[src/rtl/adder_share_arb.sv]
// Round-robin front end that time-shares one external prefix adder between an
// ALU requester (port 0) and an address-generation requester (port 1).
module adder_share_arb #(
  parameter int WIDTH = 32
) (
  input  logic             clk,
  input  logic             rst_n,
  input  logic [1:0]       req_valid,
  output logic [1:0]       req_ready,
  input  logic [WIDTH-1:0] req0_a,
  input  logic [WIDTH-1:0] req0_b,
  input  logic             req0_sub,
  input  logic [WIDTH-1:0] req1_a,
  input  logic [WIDTH-1:0] req1_b,
  input  logic             req1_sub,
  output logic [WIDTH-1:0] add_a,
  output logic [WIDTH-1:0] add_b,
  output logic             add_cin,
  input  logic [WIDTH-1:0] add_sum,
  input  logic             add_cout,
  output logic [1:0]       resp_valid,
  input  logic [1:0]       resp_ready,
  output logic [WIDTH-1:0] resp_sum,
  output logic             resp_cout,
  output logic             resp_ovf,
  output logic             busy
);

  typedef enum logic [1:0] {
    IDLE = 2'd0,
    CALC = 2'd1,
    RESP = 2'd2
  } state_t;

  state_t           state_reg;
  logic             ptr_reg;
  logic             owner_reg;
  logic             sub_reg;
  logic [WIDTH-1:0] a_reg;
  logic [WIDTH-1:0] b_reg;
  logic [1:0]       grant;
  logic             in_calc;

  // Grant is only offered in IDLE and never while reset is held.
  always_comb begin
    grant = 2'b00;
    if (rst_n && state_reg == IDLE) begin
      case (req_valid)
        2'b01:   grant = 2'b01;
        2'b10:   grant = 2'b10;
        2'b11:   grant = ptr_reg ? 2'b10 : 2'b01;
        default: grant = 2'b00;
      endcase
    end
  end

  assign req_ready = grant;
  assign busy      = (state_reg != IDLE);
  assign in_calc   = (state_reg == CALC);

  // Operands are forced to zero outside CALC so the shared tree stays quiet.
  assign add_a   = in_calc ? a_reg : '0;
  assign add_b   = in_calc ? (sub_reg ? ~b_reg : b_reg) : '0;
  assign add_cin = in_calc & sub_reg;

  for (genvar gi = 0; gi < 2; gi++) begin : g_resp_valid
    assign resp_valid[gi] = (state_reg == RESP) && (owner_reg == 1'(gi));
  end

  always_ff @(posedge clk) begin
    if (!rst_n) begin
      state_reg <= IDLE;
      ptr_reg   <= 1'b0;
      owner_reg <= 1'b0;
      sub_reg   <= 1'b0;
      a_reg     <= '0;
      b_reg     <= '0;
      resp_sum  <= '0;
      resp_cout <= 1'b0;
      resp_ovf  <= 1'b0;
    end else begin
      case (state_reg)
        IDLE: begin
          if (|grant) begin
            owner_reg <= grant[1];
            a_reg     <= grant[1] ? req1_a   : req0_a;
            b_reg     <= grant[1] ? req1_b   : req0_b;
            sub_reg   <= grant[1] ? req1_sub : req0_sub;
            state_reg <= CALC;
          end
        end
        CALC: begin
          resp_sum  <= add_sum;
          resp_cout <= add_cout;
          resp_ovf  <= (add_a[WIDTH-1] == add_b[WIDTH-1]) &&
                       (add_sum[WIDTH-1] != add_a[WIDTH-1]);
          state_reg <= RESP;
        end
        RESP: begin
          // Pointer moves only on completion so contention alternates strictly.
          if (resp_ready[owner_reg]) begin
            ptr_reg   <= ~owner_reg;
            state_reg <= IDLE;
          end
        end
        default: state_reg <= IDLE;
      endcase
    end
  end

endmodule
[config.mk]
export PLATFORM = sky130hd
export DESIGN_NAME = adder_share_arb
export DESIGN_NICKNAME = d
export VERILOG_FILES = /design/src/rtl/adder_share_arb.sv
export SDC_FILE = /design/constraint.sdc
export NUM_CORES = 1
export LEC_CHECK = 0
export CAP_MARGIN = 25
export CORE_MARGIN = 2
export CORE_UTILIZATION = 34
export DETAILED_ROUTE_END_ITERATION = 8
export GPL_TIMING_DRIVEN = 0
export PLACE_DENSITY = 0.79
export SLEW_MARGIN = 20
export SYNTH_ARGS = -nofsm -noshare
export SYNTH_HDL_FRONTEND = slang
export SYNTH_SLANG_ARGS = --single-unit
[constraint.sdc]
create_clock -name clk -period 2.55 [get_ports clk]
set_input_delay 0.255 -clock clk [delete_from_list [all_inputs] [get_ports clk]]
set_output_delay 0.255 -clock clk [all_outputs]
set_load 0.005 [all_outputs]
== Yosys cells after proc, flatten, opt, wreduce, memory -nomap -nowiden ==
Index checks and enable logic that the tools add are counted.

* Output and inout port bits: 104
* Register bits: 103
* Logic and storage cells: 46
* Bits of input ports: 169

* Magnitude comparators: 1
* Multiplexer cells: 14
* Bitwise gates (word level): 3
* Reduce and logical (&&, ||, !) cells: 10
* Eq/ne operators: 9

{| class="wikitable"
|+ Operators by type and width
! operator !! count
|-
| two-way mux 32 bit || 5
|-
| inverter 32 bit || 1
|-
| case mux 2 bit (3 select lines) || 2
|-
| two-way mux 2 bit || 4
|-
| == test 2 bit, second input constant || 3
|-
| AND reduction 2 bit || 3
|-
| == test 2 x 1 -> 1 bit, second input constant || 2
|-
| logical AND 1 bit || 4
|-
| != test 2 x 1 -> 1 bit, second input constant || 2
|-
| two-way mux 1 bit || 3
|-
| logical NOT 2 bit || 1
|-
| < comparator 1 x 2 -> 1 bit, second input constant || 1
|-
| nonzero test 2 bit || 1
|-
| OR reduction 2 bit || 1
|-
| bitwise AND 1 bit || 1
|-
| == test 1 bit || 1
|-
| != test 1 bit || 1
|-
| inverter 1 bit || 1
|}

== Depth between registers and ports, before layout ==
* Depth after elaboration: 6
* Gate-level depth with buffers: 6
* Gate-level depth less buffers: 3

== Worst setup path before layout ==
No wires, ideal clock.

* Path type: register -> output
* From: register state_reg[0]
* To: output port req_ready[0]
* Slack: 0.952 ns
* Buffers on the path: 3
* Arrival: 1.343 ns
* Stages on the path, launching flop included: 6
* Data required time: 2.295 ns
* Cell sequence: dfxtp_1 > or3b_1 > buf_2 > buf_6 > buf_6 > a211oi_1

* Cells in the longest elaborated chain, start to end: 3

{| class="wikitable"
|+ RTL lines
! what !! line !! source
|-
| start, declared || 35 || <nowiki>state_t state_reg;</nowiki>
|-
| start signal, assigned || 72 || <nowiki>state_reg <= IDLE;</nowiki>
|-
| start signal, assigned || 89 || <nowiki>state_reg <= CALC;</nowiki>
|-
| start signal, assigned || 97 || <nowiki>state_reg <= RESP;</nowiki>
|-
| logical NOT 2 bit || 47 || <nowiki>if (rst_n && state_reg == IDLE) begin</nowiki>
|-
| logical AND 1 bit || 47 ||
|-
| two-way mux 2 bit || 47 ||
|-
| end, declared || 9 || <nowiki>output logic [1:0] req_ready,</nowiki>
|}

Every way passes these cells.

== Worst setup path in the final report ==
* From: input port rst_n
* To: output port req_ready[0]

* Cells in the longest elaborated chain, start to end: 2

{| class="wikitable"
|+ RTL lines
! what !! line !! source
|-
| start, declared || 7 || <nowiki>input logic rst_n,</nowiki>
|-
| logical AND 1 bit || 47 ||
|-
| two-way mux 2 bit || 47 ||
|}

Every way passes these cells.

==> results.cfg <==
[outcome]
outcome = complete, no violations

[timing]
slew_viol_final = 0
period_share = 0.940
finalClockSkew_ns = 0.00660
hold_viol = 0
relSlewSlack = 0.602
fmax_mhz = 417
rsz0062_at_grt = false
setup_viol = 0
worstMarginPinSlew_ns = 0.598
fin_crit_ns = 2.40

[hold_path]
hp-class = in2reg

[pwr]
ir_drop_v = 0.000390
p_per_area_mw_per_mm2 = 535
p_leak_nw = 2.95
total_power_mw = 4.77

[clock_tree]
hold_buffers = 0
htree_levels = 3
path_clk_slew_ns = 0.07
clockBufferDepth = 2
tritoncts = done
cts_sinks = 103
cts_setup_buffers = 0
worstSkewPairLatency_ns = 0.35
cts-root-buf = clkbuf_16
cts_buffers = 9

[place]
placed_area_sq_mm = 0.00859
portBuffers = 272
gp_congestion = 0.862
place_inst = 1173
place_hpwl_um = 16400

[yosys]
synth_fp_nets = 854
ys_types = 29
synth-seq-cells = 103
synthXorXnorAreaFrac = 0.0501
synth_area_sq_mm = 0.00560
synth_top_family_by_area = compound AO/OA/AOI/OAI gates
synth-simple-area-share = 0.195
synth_top_area_cell = dfxtp_1
synth_compound_area_frac = 0.305
yosys.area_share.adder = 0
syn_area_per_cell_sq_um = 8.17
synthCells = 685
yosysWarningCount = 0
synth_mux_area_frac = 0.00358
yosysTopAreaCellShare = 0.368
synth.area.top_cells = dfxtp_1, a311oi_1, a21oi_1
yosysSeqAreaShare = 0.368

[global_routing]
grt_start_max_net_pins = 18
gr-total-overflow = 0
grt_use_met2 = 0.408
grt_pass1_wl_um = 33700
grt_pass1_vias = 6345
groute.usage.overall = 0.241
grtUsageMet3 = 0.0481
antenna_found_initial = 0
grt-busiest-layer = met2
gr-usage-met1 = 0.293

[setup_path]
crit_slowest_cell = clkdlybuf4s50_1
crit_path_start_kind = primary input
end_kind = output port
worst-path-buf-inv = 5
crit_chain = clkdlybuf4s50_1 > or3b_1 > buf_2 > buf_6 > buf_6 > a211oi_2 > dlygate4sd2_1
path_class = in2out
required_ns = 2.30
path_common_cell = buf_6
cp.arrival_ns = 2.14
cp_top_family = buffers and inverters
cp_max_fo = 10
max_stage_delay_ns = 0.55

[route]
avgRoutedWirePerCell_um = 18.3
drt_pass1_iterations = 4
wirelength_um = 21700
route.detailed.drc = 0
drt_iter0_drc = 290
routed_via_density = 5.43
ant_nets = 0
vias = 6446

[die]
dieWidth_um = 132
start_util = 0.350
pin_count = 273
rows = 46
die_y_um = 132
core_sq_mm = 0.0160
dieArea_sq_mm = 0.0175

[layout]
drive_above_1_share = 0.0885
stdcell_count = 1188
fill_cells = 1540
antenna_cells = 0
fin_area_sq_mm = 0.00892
syn2layout_area_growth_pct = 59.4
layout.nets = 1136

[flow_run]
cap_viol_max_count = 0
[cell usage after synthesis]
cell type	number
dfxtp_1	103
nand4_1	65
nand2b_1	2
o31ai_2	20
a311oi_1	65
o21a_1	1
a21oi_1	103
clkbuf_1	52
or2_2	2
nor2b_1	6
buf_1	5
nor3_1	1
or3_1	1
nor3b_2	1
o31ai_1	45
nand3b_1	1
buf_2	31
and2_1	34
o21ai_0	2
nand2_1	66
mux2i_1	2
a21oi_2	1
or3b_1	1
buf_6	4
inv_1	4
nor2_1	33
buf_4	1
a211oi_1	1
xnor2_1	32
[cells by family after synthesis]
| family | Yosys count |
|---|---|
| buffers and inverters | 97 |
| muxes | 2 |
| and+or+nand+nor | 213 |
| AOI/OAI and AO/OA | 238 |
| xor gates and xnor gates | 32 |
| DFF | 103 |
[metal layers]
metal	share of wire	up-vias
li1	-	3130
met1	0.42	2973
met2	0.47	285
met3	0.074	58
met4	0.042	0
met5	0	-
[area by class of cell]
class / instances / area [sq um] / share of cell area
inverters: 4 / 15.0 / 0.00168
well taps: 216 / 270 / 0.0303
plain buffers: 92 / 429 / 0.0481
flip-flops and latches: 103 / 2060 / 0.231
multi-input cells: 485 / 3110 / 0.348
repair buffers: 272 / 2720 / 0.305
clock inverters: 7 / 95.1 / 0.0107
clock buffers: 9 / 225 / 0.0252
[repair_timing]
item | 4_1_cts | 5_1_grt
endpoints found under the hold margin | 0 | 0
cloned | 0 | 0
pin swaps | 0 | 0
resized for setup | 5 | 12
setup endpoints to repair | 40 | 61
[worst register-to-register path: stages (launching register included)]
cell,delay [ns]
dfxtp_1,0.36
nor2b_1,0.33
buf_2,0.34
buf_2,0.36
o31ai_1,0.11
a311oi_1,0.28
[worst paths after layout]
kind | startpoint | endpoint | slack, ns | cells after the start
worst max-delay path | rst_n | req_ready[0] | 0.15 | 7
worst min-delay path | add_sum[2] | resp_sum[2] | 0.44 | 3
worst max register to register | ptr_reg | a_reg[1] | 0.69 | 5
worst min register to register | resp_sum[0] | resp_sum[0] | 0.45 | 2
[power by group]
part	total [mW]	internal, mW	switching [mW]
Combinational	1.42	0.709	0.711
Sequential	1.84	1.75	0.0898
Clock	1.51	0.863	0.648
[stage by stage]
stage                     setup WS, ns  TNS (ns)  utilization  hold slack (ns)
final                            0.152         0        0.558            0.444
after global routing            0.0277         0        0.558            0.448
after CTS                       0.0304         0        0.557            0.433
after detailed placement        -0.164    -0.270        0.537            0.446
after global placement          -0.140    -0.224        0.537            0.442
after floorplan                  0.952         0            -            0.373
[layout by cell type, fill, tap and decap left out, drive strengths merged]
| cell type | count |
|---|---|
| a211oi | 1 |
| a21oi | 104 |
| a311oi | 65 |
| and2 | 34 |
| buf | 41 |
| bufinv | 2 |
| clkbuf | 60 |
| clkdlybuf4s50 | 270 |
| clkinv | 3 |
| clkinvlp | 1 |
| dfxtp | 103 |
| dlygate4sd2 | 2 |
| inv | 5 |
| mux2i | 2 |
| nand2 | 66 |
| nand2b | 2 |
| nand3b | 1 |
| nand4 | 65 |
| nor2 | 33 |
| nor2b | 6 |
| nor3 | 1 |
| nor3b | 1 |
| o21a | 1 |
| o21ai | 2 |
| o31ai | 65 |
| or2 | 2 |
| or3 | 1 |
| or3b | 1 |
| xnor2 | 32 |
(Power assumes the default switching activity.)
==> RTL edit 1: new RTL, same settings <==
`WIDTH`: 32 -> 64.
--- a/src/rtl/adder_share_arb.sv
+++ b/src/rtl/adder_share_arb.sv
@@ -3,3 +3,3 @@
 module adder_share_arb #(
-  parameter int WIDTH = 32
+  parameter int WIDTH = 64
 ) (
Interface: changed (8 resized); port bits go from 273 to 529. No check against the original RTL was run, so the function may have changed too.
==> RTL edit 1 against the unedited design <==
Sequential cell count grew 96; setup slack lost 0.043 ns; clock skew grew 0.0085 ns; synthesized cell count grew 93%; cell area grew 97%; power grew 96%; wire length grew 140%; area after synthesis grew 97%; critical path depth shrank 1; via count grew 110%; core utilization shrank 0.47 points; highest routed layer is now met5.
==> RTL edit 1: results (changes against the unedited design) <==
- Status: completed
- Via Count: 13.24k (+110%)
- Vias in the first global route: 13.05k (+110%)
- Top cell type's share of synthesized area: 0.3611 (-0.007148)
- Worst Hold End: ptr_reg
- Post-DP Area: 16,810 µm² (+96%)
- Sw frac: 0.3422 (+0.03870)
- Initial antenna violation count: 9 (+9)
- DRT iter0 DRCs: 813 (+180%)
- RR Endpoint: b_reg[31]
- # diodes: 7 (+7)
- Leakage: 5.785 nW (+96%)
- Synthesized net count: 1,652 (+93%)
- Slowest stage delay, CP: 0.53 ns (-0.02 ns)
- P_seq: 3.56 mW (+93%)
- GRT Total Usage: 0.2937 (+0.05307)
- H-tree depth: 4 (+1)
- M1 GR Usage: 0.3497 (+0.05633)
- Least-Margin Pin Slew: 1.025 ns (+0.4278 ns)
- WL/cell: 22.69 µm (+24%)
- Area contributors post-synth: dfxtp_1 36%, a311oi_1 10%, o31ai_2 9.1%
- Seq pwr share: 0.380 (-0.006)
- Port Buf Inserts: 527 (+94%)
- First-pass iteration count of the detailed router: 7 (+3)
- Most frequent cells after synthesis: 199 x a21oi_1, 199 x dfxtp_1, 130 x nand2_1
- Inverter count: 5 (+1)
- Global-route wire length before repair: 76,000 µm (+130%)
- Clock skew: 0.01511 ns (+0.008506 ns)
- Post-place setup slack: -0.7537 ns (-0.5895 ns)
- Sequential cell area fraction in the yosys report: 0.3611 (-0.007148)
- Non-clock buffer count: 711 (+95%)
- Hold path startpoint: rst_n
- CTS Buf Count: 17 (+8)
- Largest net degree at the start of global routing: 22 (+4)
- Worst vdd rail ir drop: 0.4537 mV (+16%)
- Filler instances: 2,892 (+88%)
- Share of layout cells above drive strength 1: 0.1165 (+0.02801)
- Hold Crit Class: input pin to flop
- Clk sinks: 199 (+93%)
- DP Wirelength: 39,410 µm (+140%)
- Clk cell area share: 0.03460 (-0.001301)
- Fraction of standard cell area in multi-input logic: 0.3516 (+0.003562)
- R2R cell count: 5 (unchanged)
- Clk_lat worst skew: 0.44 ns (+0.09 ns)
- R2R Setup Slk: 0.32 ns (-0.37 ns)
- Layout net count: 2,196 (+93%)
- Multi-input gates: 933 (+92%)
- Final worst path period need: 2.441 ns (+0.04344 ns)
- CP arrival: 2.19 ns (+0.05 ns)
- Design Area, Final: 17,540 µm² (+97%)
- Sequential cell area share: 0.2273 (-0.003825)
- Max layer used: met5
- Crit path from: sub_reg
- CTS resizes: 39 (+34)
- Wl on met1: 19,570 µm (+120%)
- Met3 Use GR: 0.06165 (+0.01359)
- Non-clock buffer share: 0.3558 (+0.002791)
- Routability-driven placement congestion ratio: 0.9263 (+7.4%)
- Clk_buf instances: 18 (+9)
- Worst hold path stage count: 2 (-1)
RTL edit 1: worst max-delay path: cells and delay by family (launching register included):
kind / cells / cell delay [ns]
DFF: 1 / 0.32
and+or+nand+nor: 1 / 0.12
buffers and inverters: 4 / 1.20
xor gates and xnor gates: 1 / 0.10
RTL edit 1: kinds of logic (layout without fill, tap and decap cells):
family	Yosys count	after routing	synth area share
buffers and inverters	191	748	0.08053
other	0	7	0
DFF	199	199	0.3611
AOI/OAI and AO/OA	462	462	0.3198
muxes	2	2	0.001815
xor gates and xnor gates	64	64	0.05081
and+or+nand+nor	405	405	0.1859
RTL edit 1: per-stage QoR:
step | instances | util | power [mW]
floorplan | 1323 | - | 5.057
global placement | 2252 | 0.5300 | 6.473
detailed placement | 2252 | 0.5300 | 6.520
CTS | 2282 | 0.5512 | 9.385
global route | 2287 | 0.5528 | 9.779
finish | 2289 | 0.5530 | 9.381
==> RTL edit 2: new RTL, config.mk and constraints unchanged <==
Without the edit above. Reset style: asynchronous (`rst_n`), changed in one clocked block.
--- a/src/rtl/adder_share_arb.sv
+++ b/src/rtl/adder_share_arb.sv
@@ -69,3 +69,3 @@
 
-  always_ff @(posedge clk) begin
+  always_ff @(posedge clk or negedge rst_n) begin
     if (!rst_n) begin
Function: differs if rst_n is asserted again (counterexample within 4 cycles, from zero or initial values and one cycle with rst_n low); with rst_n held inactive, the same outputs for 10 cycles.
==> RTL edit 2 against the unedited design <==
Wire length is 3.6% higher; hold slack worse by 0.014 ns; first-iteration DRC count is 18% higher; critical path depth is 3 lower; setup slack worse by 0.032 ns; cell count is 0.34% higher; cell area is 5.7% higher; area after synthesis is 6.0% higher; sequential cell count stayed put; core utilization is 0.84 points lower; die area is 5.8% higher; critical endpoint is now add_a[28]; largest cell class unchanged.
Power is not compared: it rests on default switching activity, and its combinational part moved more than twofold at a synthesized area within 25%.
==> RTL edit 2: results (changes against the unedited design) <==
- Status: completed
- Post-DP Area: 8956 µm² (+4.2%)
- Leakage: 3.651 nW
- Fraction of standard cell area in multi-input logic: 0.3151 (-0.03294)
- Worst Hold End: resp_sum[14]
- Area occupied by registers: 2579 µm² (+25%)
- Share of layout cells above drive strength 1: 0.1158 (+0.02734)
- Layout net count: 1,131 (-0.44%)
- RR Endpoint: a_reg[29]
- Netlist cell types: 26 (-10%)
- Vias in the first global route: 6,301 (-0.69%)
- Inverter count: 3 (-1)
- Via Count: 6,393 (-0.82%)
- Tap Count: 225 (+4.2%)
- Sw frac: 0.3785
- CTS resizes: 9 (+4)
- DP Wirelength: 16,590 µm (+1.0%)
- Port Buf Inserts: 271 (-0.37%)
- RR Startpoint: state_reg[0]
- Multi-input gates: 483 (-0.41%)
- Placed Cells: 1,168 (-0.43%)
- Area of the multi-input gates: 2973 µm² (-4.3%)
- Clock skew: 0.007738 ns (+0.001137 ns)
- Wl on met1: 9211 µm (+2.0%)
- Filler instances: 1,618 (+5.1%)
- Hold WS: 0.4299 ns (-0.01404 ns)
- R2R Setup Slk: 0.63 ns (-0.06 ns)
- Via density: 5.363 (-1.2%)
- Least-Margin Pin Slew: 0.6919 ns (+0.09428 ns)
- Max layer used: met4
- GRT Total Usage: 0.2390 (-0.001633)
- Syn avg cell area: 8.842 µm² (+8.2%)
- Most frequent cells after synthesis: 103 x dfrtp_1, 100 x nand2_1, 67 x a21oi_1, 67 x a31oi_1, 65 x nand4_1
- Wire length on met3: 1534 µm (-4.1%)
- M1 GR Usage: 0.2989 (+0.005579)
- Worst setup SP type: flop
- Sequential cell area fraction in the yosys report: 0.4344 (+0.06615)
- Clk cell area share: 0.03223 (-0.003671)
- First-pass iteration count of the detailed router: 5 (+1)
- Non-clock buffer share: 0.3483 (-0.004690)
- Drt total wl: 22,520 µm (+3.6%)
- Metal2 WL: 11,110 µm (+9.1%)
- CP arrival: 2.18 ns (+0.04 ns)
- Routability-driven placement congestion ratio: 0.9020 (+4.6%)
- Slowest stage delay, CP: 0.52 ns (-0.03 ns)
- Synth async-reset ratio: 1.000 (+1.000)
- Global-route wire length before repair: 34,210 µm (+1.6%)
- Area contributors post-synth: dfrtp_1 43%, o31ai_2 8.2%, a31oi_1 7.1%
- Hold path startpoint: add_sum[14]
- Largest net degree at the start of global routing: 44 (+26)
- Synthesized net count: 840 (-1.6%)
- Global-route met2 utilization: 0.4118 (+0.003318)
- Met3 Use GR: 0.04437 (-0.003689)
- CP Capture Point: add_a[28]
- Non-clock buffer count: 362 (-0.55%)
- Post-place setup slack: -0.4449 ns (-0.2807 ns)
==> RTL edit 2: cell types whose count changed after synthesis, sizes merged, moves of 3 or more <==
cell	unedited run	this run
nand2	66	100
dfrtp	0	103
nor2	33	36
dfxtp	103	0
nor2b	6	2
a21oi	104	67
a31oi	0	67
clkbuf	52	42
a311oi	65	0
==> RTL edit 2: power by group through the flow <==
stage / Combinational [mW] / Clock (mW) / Sequential (mW)
after global routing: 5.11 / 1.55 / 3.00
after CTS: 4.65 / 1.49 / 2.90
after floorplan: 2.43 / 0 / 2.84
final: 4.65 / 1.46 / 2.90
after global placement: 4.54 / 0 / 2.88
after detailed placement: 4.61 / 0 / 2.92
==> RTL edit 2: cell families after synthesis <==
| kind of cell | Yosys count | share of synthesized area |
|---|---|---|
| AND/OR/NAND/NOR | 249 | 0.2071 |
| flip-flops | 103 | 0.4344 |
| XOR/XNOR | 32 | 0.04724 |
| buffers and inverters | 85 | 0.06642 |
| AO/OA/AOI/OAI | 202 | 0.2448 |
